### config.mk
export PLATFORM = sky130hd
export DESIGN_NAME = rc4_prga_engine
export DESIGN_NICKNAME = d
export VERILOG_FILES = /design/src/rtl/rc4_prga_engine.sv
export SDC_FILE = /design/constraint.sdc
export NUM_CORES = 1
export LEC_CHECK = 0
export BUFFER_PORTS_ARGS = -buffer_cell sky130_fd_sc_hd__buf_2
export CORE_MARGIN = 2
export CORE_UTILIZATION = 30
export CTS_BUF_LIST = sky130_fd_sc_hd__clkbuf_8
export CTS_CLUSTER_SIZE = 20
export DETAILED_ROUTE_END_ITERATION = 8
export HOLD_SLACK_MARGIN = 0.02
export SYNTH_ARGS = -nofsm -noshare
export SYNTH_HDL_FRONTEND = slang
export SYNTH_SLANG_ARGS = --single-unit
### constraint.sdc
create_clock -name clk -period 3.3 [get_ports clk]
set_input_delay 0.66 -clock clk [delete_from_list [all_inputs] [get_ports clk]]
set_output_delay 0.66 -clock clk [all_outputs]
set_load 0.1 [all_outputs]
### src/rtl/rc4_prga_engine.sv
`default_nettype none
// ============================================================================
// Module   : rc4_prga_engine
// Brief    : RC4 PRGA decrypt engine; XORs keystream with E ROM into D RAM.
// Revision : 1.0 - initial release
// ============================================================================
module rc4_prga_engine #(
    parameter int S_AW       = 8,
    parameter int E_AW       = 5,
    parameter int RD_LAT     = 1,
    parameter int CHECK_MODE = 1
) (
    input  logic            clk,
    input  logic            reset_n,
    input  logic            start,
    input  logic [E_AW:0]   msg_len,
    output logic [S_AW-1:0] s_address,
    output logic [S_AW-1:0] s_data,
    output logic            s_wren,
    input  logic [S_AW-1:0] s_ram_q,
    output logic [E_AW-1:0] e_address,
    input  logic [7:0]      e_rom_q,
    output logic [E_AW-1:0] d_address,
    output logic [7:0]      d_data,
    output logic            d_wren,
    output logic            valid,
    output logic [E_AW-1:0] fail_addr,
    output logic            finish
);

    typedef enum logic [3:0] {
        ST_IDLE    = 4'd0,
        ST_RD_SI   = 4'd1,
        ST_WAIT_SI = 4'd2,
        ST_GET_SI  = 4'd3,
        ST_RD_SJ   = 4'd4,
        ST_WAIT_SJ = 4'd5,
        ST_GET_SJ  = 4'd6,
        ST_WR_SI   = 4'd7,
        ST_WR_SJ   = 4'd8,
        ST_RD_F    = 4'd9,
        ST_WAIT_F  = 4'd10,
        ST_GET_F   = 4'd11,
        ST_WR_D    = 4'd12,
        ST_DONE    = 4'd13
    } state_t;

    localparam bit         c_use_wait  = (RD_LAT > 1);
    localparam logic [3:0] c_wait_init = 4'((RD_LAT > 1) ? RD_LAT - 2 : 0);

    state_t          r_state;
    logic [3:0]      r_wait;
    logic [S_AW-1:0] r_i;
    logic [S_AW-1:0] r_j;
    logic [S_AW-1:0] r_si;
    logic [S_AW-1:0] r_sj;
    logic [E_AW-1:0] r_k;
    logic [E_AW:0]   r_len;

    logic [7:0]      w_f8;
    logic            w_bad;
    logic            w_last;

    // Keystream byte is the low 8 bits of the S entry (zero-extended for narrow S).
    generate
        if (S_AW >= 8) begin : g_f_trunc
            assign w_f8 = s_ram_q[7:0];
        end else begin : g_f_ext
            assign w_f8 = {{(8 - S_AW){1'b0}}, s_ram_q};
        end
    endgenerate

    function automatic logic byte_ok(input logic [7:0] b);
        return ((b >= 8'h61) && (b <= 8'h7A)) || (b == 8'h20);
    endfunction

    // d_data still holds the byte just written while in WR_D.
    assign w_bad  = (CHECK_MODE == 1) && !byte_ok(d_data);
    assign w_last = ({1'b0, r_k} == (r_len - (E_AW + 1)'(1)));

    always_ff @(posedge clk or negedge reset_n) begin
        if (!reset_n) begin
            r_state   <= ST_IDLE;
            r_wait    <= '0;
            r_i       <= '0;
            r_j       <= '0;
            r_si      <= '0;
            r_sj      <= '0;
            r_k       <= '0;
            r_len     <= '0;
            s_address <= '0;
            s_data    <= '0;
            s_wren    <= 1'b0;
            e_address <= '0;
            d_address <= '0;
            d_data    <= '0;
            d_wren    <= 1'b0;
            valid     <= 1'b0;
            fail_addr <= '0;
            finish    <= 1'b0;
        end else begin
            s_wren <= 1'b0;
            d_wren <= 1'b0;
            case (r_state)
                ST_IDLE: begin
                    if (start) begin
                        r_len     <= msg_len;
                        r_i       <= S_AW'(1);
                        r_j       <= '0;
                        r_k       <= '0;
                        valid     <= 1'b0;
                        fail_addr <= '0;
                        if (msg_len == '0) begin
                            valid   <= 1'b1;
                            finish  <= 1'b1;
                            r_state <= ST_DONE;
                        end else begin
                            s_address <= S_AW'(1);
                            r_state   <= ST_RD_SI;
                        end
                    end
                end
                ST_RD_SI: begin
                    if (c_use_wait) begin
                        r_wait  <= c_wait_init;
                        r_state <= ST_WAIT_SI;
                    end else begin
                        r_state <= ST_GET_SI;
                    end
                end
                ST_WAIT_SI: begin
                    if (r_wait == 4'd0) r_state <= ST_GET_SI;
                    else                r_wait  <= r_wait - 4'd1;
                end
                ST_GET_SI: begin
                    r_si      <= s_ram_q;
                    r_j       <= r_j + s_ram_q;
                    s_address <= r_j + s_ram_q;
                    r_state   <= ST_RD_SJ;
                end
                ST_RD_SJ: begin
                    if (c_use_wait) begin
                        r_wait  <= c_wait_init;
                        r_state <= ST_WAIT_SJ;
                    end else begin
                        r_state <= ST_GET_SJ;
                    end
                end
                ST_WAIT_SJ: begin
                    if (r_wait == 4'd0) r_state <= ST_GET_SJ;
                    else                r_wait  <= r_wait - 4'd1;
                end
                ST_GET_SJ: begin
                    r_sj      <= s_ram_q;
                    s_address <= r_i;
                    s_data    <= s_ram_q;
                    s_wren    <= 1'b1;
                    r_state   <= ST_WR_SI;
                end
                ST_WR_SI: begin
                    s_address <= r_j;
                    s_data    <= r_si;
                    s_wren    <= 1'b1;
                    r_state   <= ST_WR_SJ;
                end
                ST_WR_SJ: begin
                    s_address <= r_si + r_sj;
                    e_address <= r_k;
                    r_state   <= ST_RD_F;
                end
                ST_RD_F: begin
                    if (c_use_wait) begin
                        r_wait  <= c_wait_init;
                        r_state <= ST_WAIT_F;
                    end else begin
                        r_state <= ST_GET_F;
                    end
                end
                ST_WAIT_F: begin
                    if (r_wait == 4'd0) r_state <= ST_GET_F;
                    else                r_wait  <= r_wait - 4'd1;
                end
                ST_GET_F: begin
                    d_address <= r_k;
                    d_data    <= w_f8 ^ e_rom_q;
                    d_wren    <= 1'b1;
                    r_state   <= ST_WR_D;
                end
                ST_WR_D: begin
                    if (w_bad) begin
                        valid     <= 1'b0;
                        fail_addr <= r_k;
                        finish    <= 1'b1;
                        r_state   <= ST_DONE;
                    end else if (w_last) begin
                        valid   <= 1'b1;
                        finish  <= 1'b1;
                        r_state <= ST_DONE;
                    end else begin
                        r_k       <= r_k + E_AW'(1);
                        r_i       <= r_i + S_AW'(1);
                        s_address <= r_i + S_AW'(1);
                        r_state   <= ST_RD_SI;
                    end
                end
                ST_DONE: begin
                    if (!start) begin
                        finish  <= 1'b0;
                        r_state <= ST_IDLE;
                    end
                end
                default: r_state <= ST_IDLE;
            endcase
        end
    end

endmodule
`default_nettype wire

==> flow_summary.json <==
{
  "status": "finished clean",
  "final_common_cell": "nand2_1",
  "maxCapViolCount": 0,
  "finalSetupViolCount": 0,
  "cp-end-kind": "flip-flop",
  "worstMarginPinSlew_ns": 0.750,
  "fp.dieW_um": 136,
  "die_y_um": 136,
  "synth_edf_count": 0,
  "placeableCoreArea_um2": 17200,
  "crit_type": "reg2reg",
  "max_slew_margin": 0.499,
  "wire_per_inst_um": 16.8,
  "clkSinkCount": 94,
  "synth_seq_cells": 94,
  "tritoncts.num_buffers": 9,
  "final_cell_mix": "101 x nand2_1, 94 x dfrtp_1, 66 x buf_2",
  "hold_path_class": "in2async",
  "cp_slowest_cell": "a311o_1",
  "start_kind": "flip-flop",
  "wl_um": 14200,
  "synth_flop_cell": "dfrtp_1",
  "start_util": 0.304,
  "critical_path.cell_chain": "nor4_4 > o22ai_1 > a311o_1 > a311oi_2 > or2_1 > mux2_4",
  "grt_max_degree": 55,
  "ys_warn_count": 0,
  "layout-drive-gt1-share": 0.185,
  "drt-pass1-iter-count": 4,
  "grt_pass1_vias": 4122,
  "vias": 4356,
  "rows": 48,
  "hold_buffers": 0,
  "tns_ns": 0,
  "grt_usage": 0.160,
  "top_level_ports": 68,
  "post_cts_buffers": 0,
  "antenna_found_initial": 0,
  "crit_fanout": 9,
  "rsz0062_at_grt": "no",
  "grt_pass1_wl_um": 22500,
  "drtIter0Drc": 417,
  "skew_ns": 0.00778,
  "cp.arrival_ns": 2.87,
  "dp_hpwl_um": 10200,
  "cts_root_buf": "clkbuf_8",
  "drcViolationCount": 0,
  "syn_area_per_cell_um2": 9.30,
  "clk_pin_slew_worst_paths_ns": 0.09,
  "synthCells": 561,
  "synth.distinct_cells": 60,
  "fmax_mhz": 384,
  "diodes": 0,
  "critPathTopFamily": "compound AO/OA/AOI/OAI gates",
  "portBuffers": 67,
  "cp.required_ns": 3.56,
  "hold_violations": 0,
  "gr-total-overflow": 0,
  "synthArstFlopShare": 1.00,
  "period_minus_slack_ns": 2.60,
  "synthToLayoutAreaGrowth_pct": 14.1,
  "fin_nets": 665,
  "slew_violations": 0,
  "syn_nets": 606,
  "htreeDepth": 3,
  "crit_buf_inv": 0,
  "cts-resized-gates": 0,
  "dieArea_um2": 18500,
  "gp_congestion": 0.878,
  "syn-cell-area_um2": 5220,
  "dp_cells": 834,
  "cts_buffer_depth": 2,
  "critical_path.max_stage_delay_ns": 0.49,
  "clock_latency_ns": 0.38,
  "cts_tree": "done",
  "fin_crit_sh": 0.788,
  "synth-seq-area-share": 0.451,
  "instances_no_fill": 848,
  "viasPerCell": 5.14,
  "postRouteAntennaNets": 0
}
routing by layer:
metal,part of all wire,global-route usage
met5,0,0
met3,0.055,0.0313
met1,0.46,0.217
met2,0.46,0.249
met4,0.020,0.0666
cell type report:
cell class | count | area [um^2]
multi-input cells | 413 | 2640
well taps | 225 | 282
flip-flops and latches | 94 | 2350
repair buffers | 79 | 428
clock inverters | 4 | 25.0
inverters | 23 | 86.3
clock buffers | 10 | 138
fillers | 1797 | 11200
worst paths after layout:
check / startpoint / to / slack (ns) / cells after the start
hold / removal: reset_n / r_wait[0] / 0.33 / 1
min in group clk: r_sj[5] / r_sj[5] / 0.49 / 2
setup reg to reg: d_data[3] / s_address[0] / 0.70 / 6
hold reg to reg: r_sj[5] / r_sj[5] / 0.49 / 2
max in group asynchronous: reset_n / r_j[1] / 2.26 / 2
setup / recovery: d_data[3] / s_address[0] / 0.70 / 6
synth_stat cells, types with 6 or more instances:
| library cell | count | area (um^2) |
|---|---|---|
| o211ai_1 | 10 | 75.1 |
| a31oi_1 | 12 | 75.1 |
| dfrtp_1 | 94 | 2350 |
| a22oi_1 | 7 | 52.6 |
| a211oi_1 | 7 | 52.6 |
| nand2b_1 | 7 | 43.8 |
| nand3_1 | 13 | 65.1 |
| nor3_1 | 17 | 85.1 |
| xor2_1 | 6 | 52.6 |
| nor2_1 | 22 | 82.6 |
| o21ai_0 | 42 | 210 |
| xnor2_1 | 18 | 158 |
| a21o_1 | 8 | 60.1 |
| a21oi_1 | 22 | 110 |
| nor2b_1 | 7 | 43.8 |
| mux2_2 | 12 | 135 |
| ha_1 | 18 | 225 |
| inv_1 | 23 | 86.3 |
| clkbuf_1 | 23 | 86.3 |
| and3_1 | 9 | 56.3 |
| nand2_1 | 101 | 379 |
through the flow:
step	utilization	instance area [um^2]	hold slack (ns)	worst slack (ns)
floorplan	-	5220	0.364	0.436
global placement	0.337	5790	0.464	0.573
detailed placement	0.337	5790	0.472	0.525
CTS	0.347	5950	0.333	0.715
global route	0.347	5950	0.371	0.533
finish	0.347	5950	0.326	0.699
cells by family after synthesis:
group	after synthesis	synth area share
fa+ha+maj	20	0.0508
mux	18	0.0412
buf+inv	54	0.0436
flops	94	0.451
xor+xnor	24	0.0403
compound gates	150	0.192
simple gates	201	0.181
registers in the layout, summed over array words and instances, names as in the netlist, 4 cells and up:
register and count:
e_address 5, r_k 5, s_data 8, r_si 8, d_address 5, r_wait 4, s_address 8, d_data 8
r_len 6, r_sj 8, fail_addr 5, r_j 8, r_state 4, r_i 8
Power is left out: the tool's default activity adds up to more than one toggle a clock period on the data nets, which glitch-free logic cannot reach.
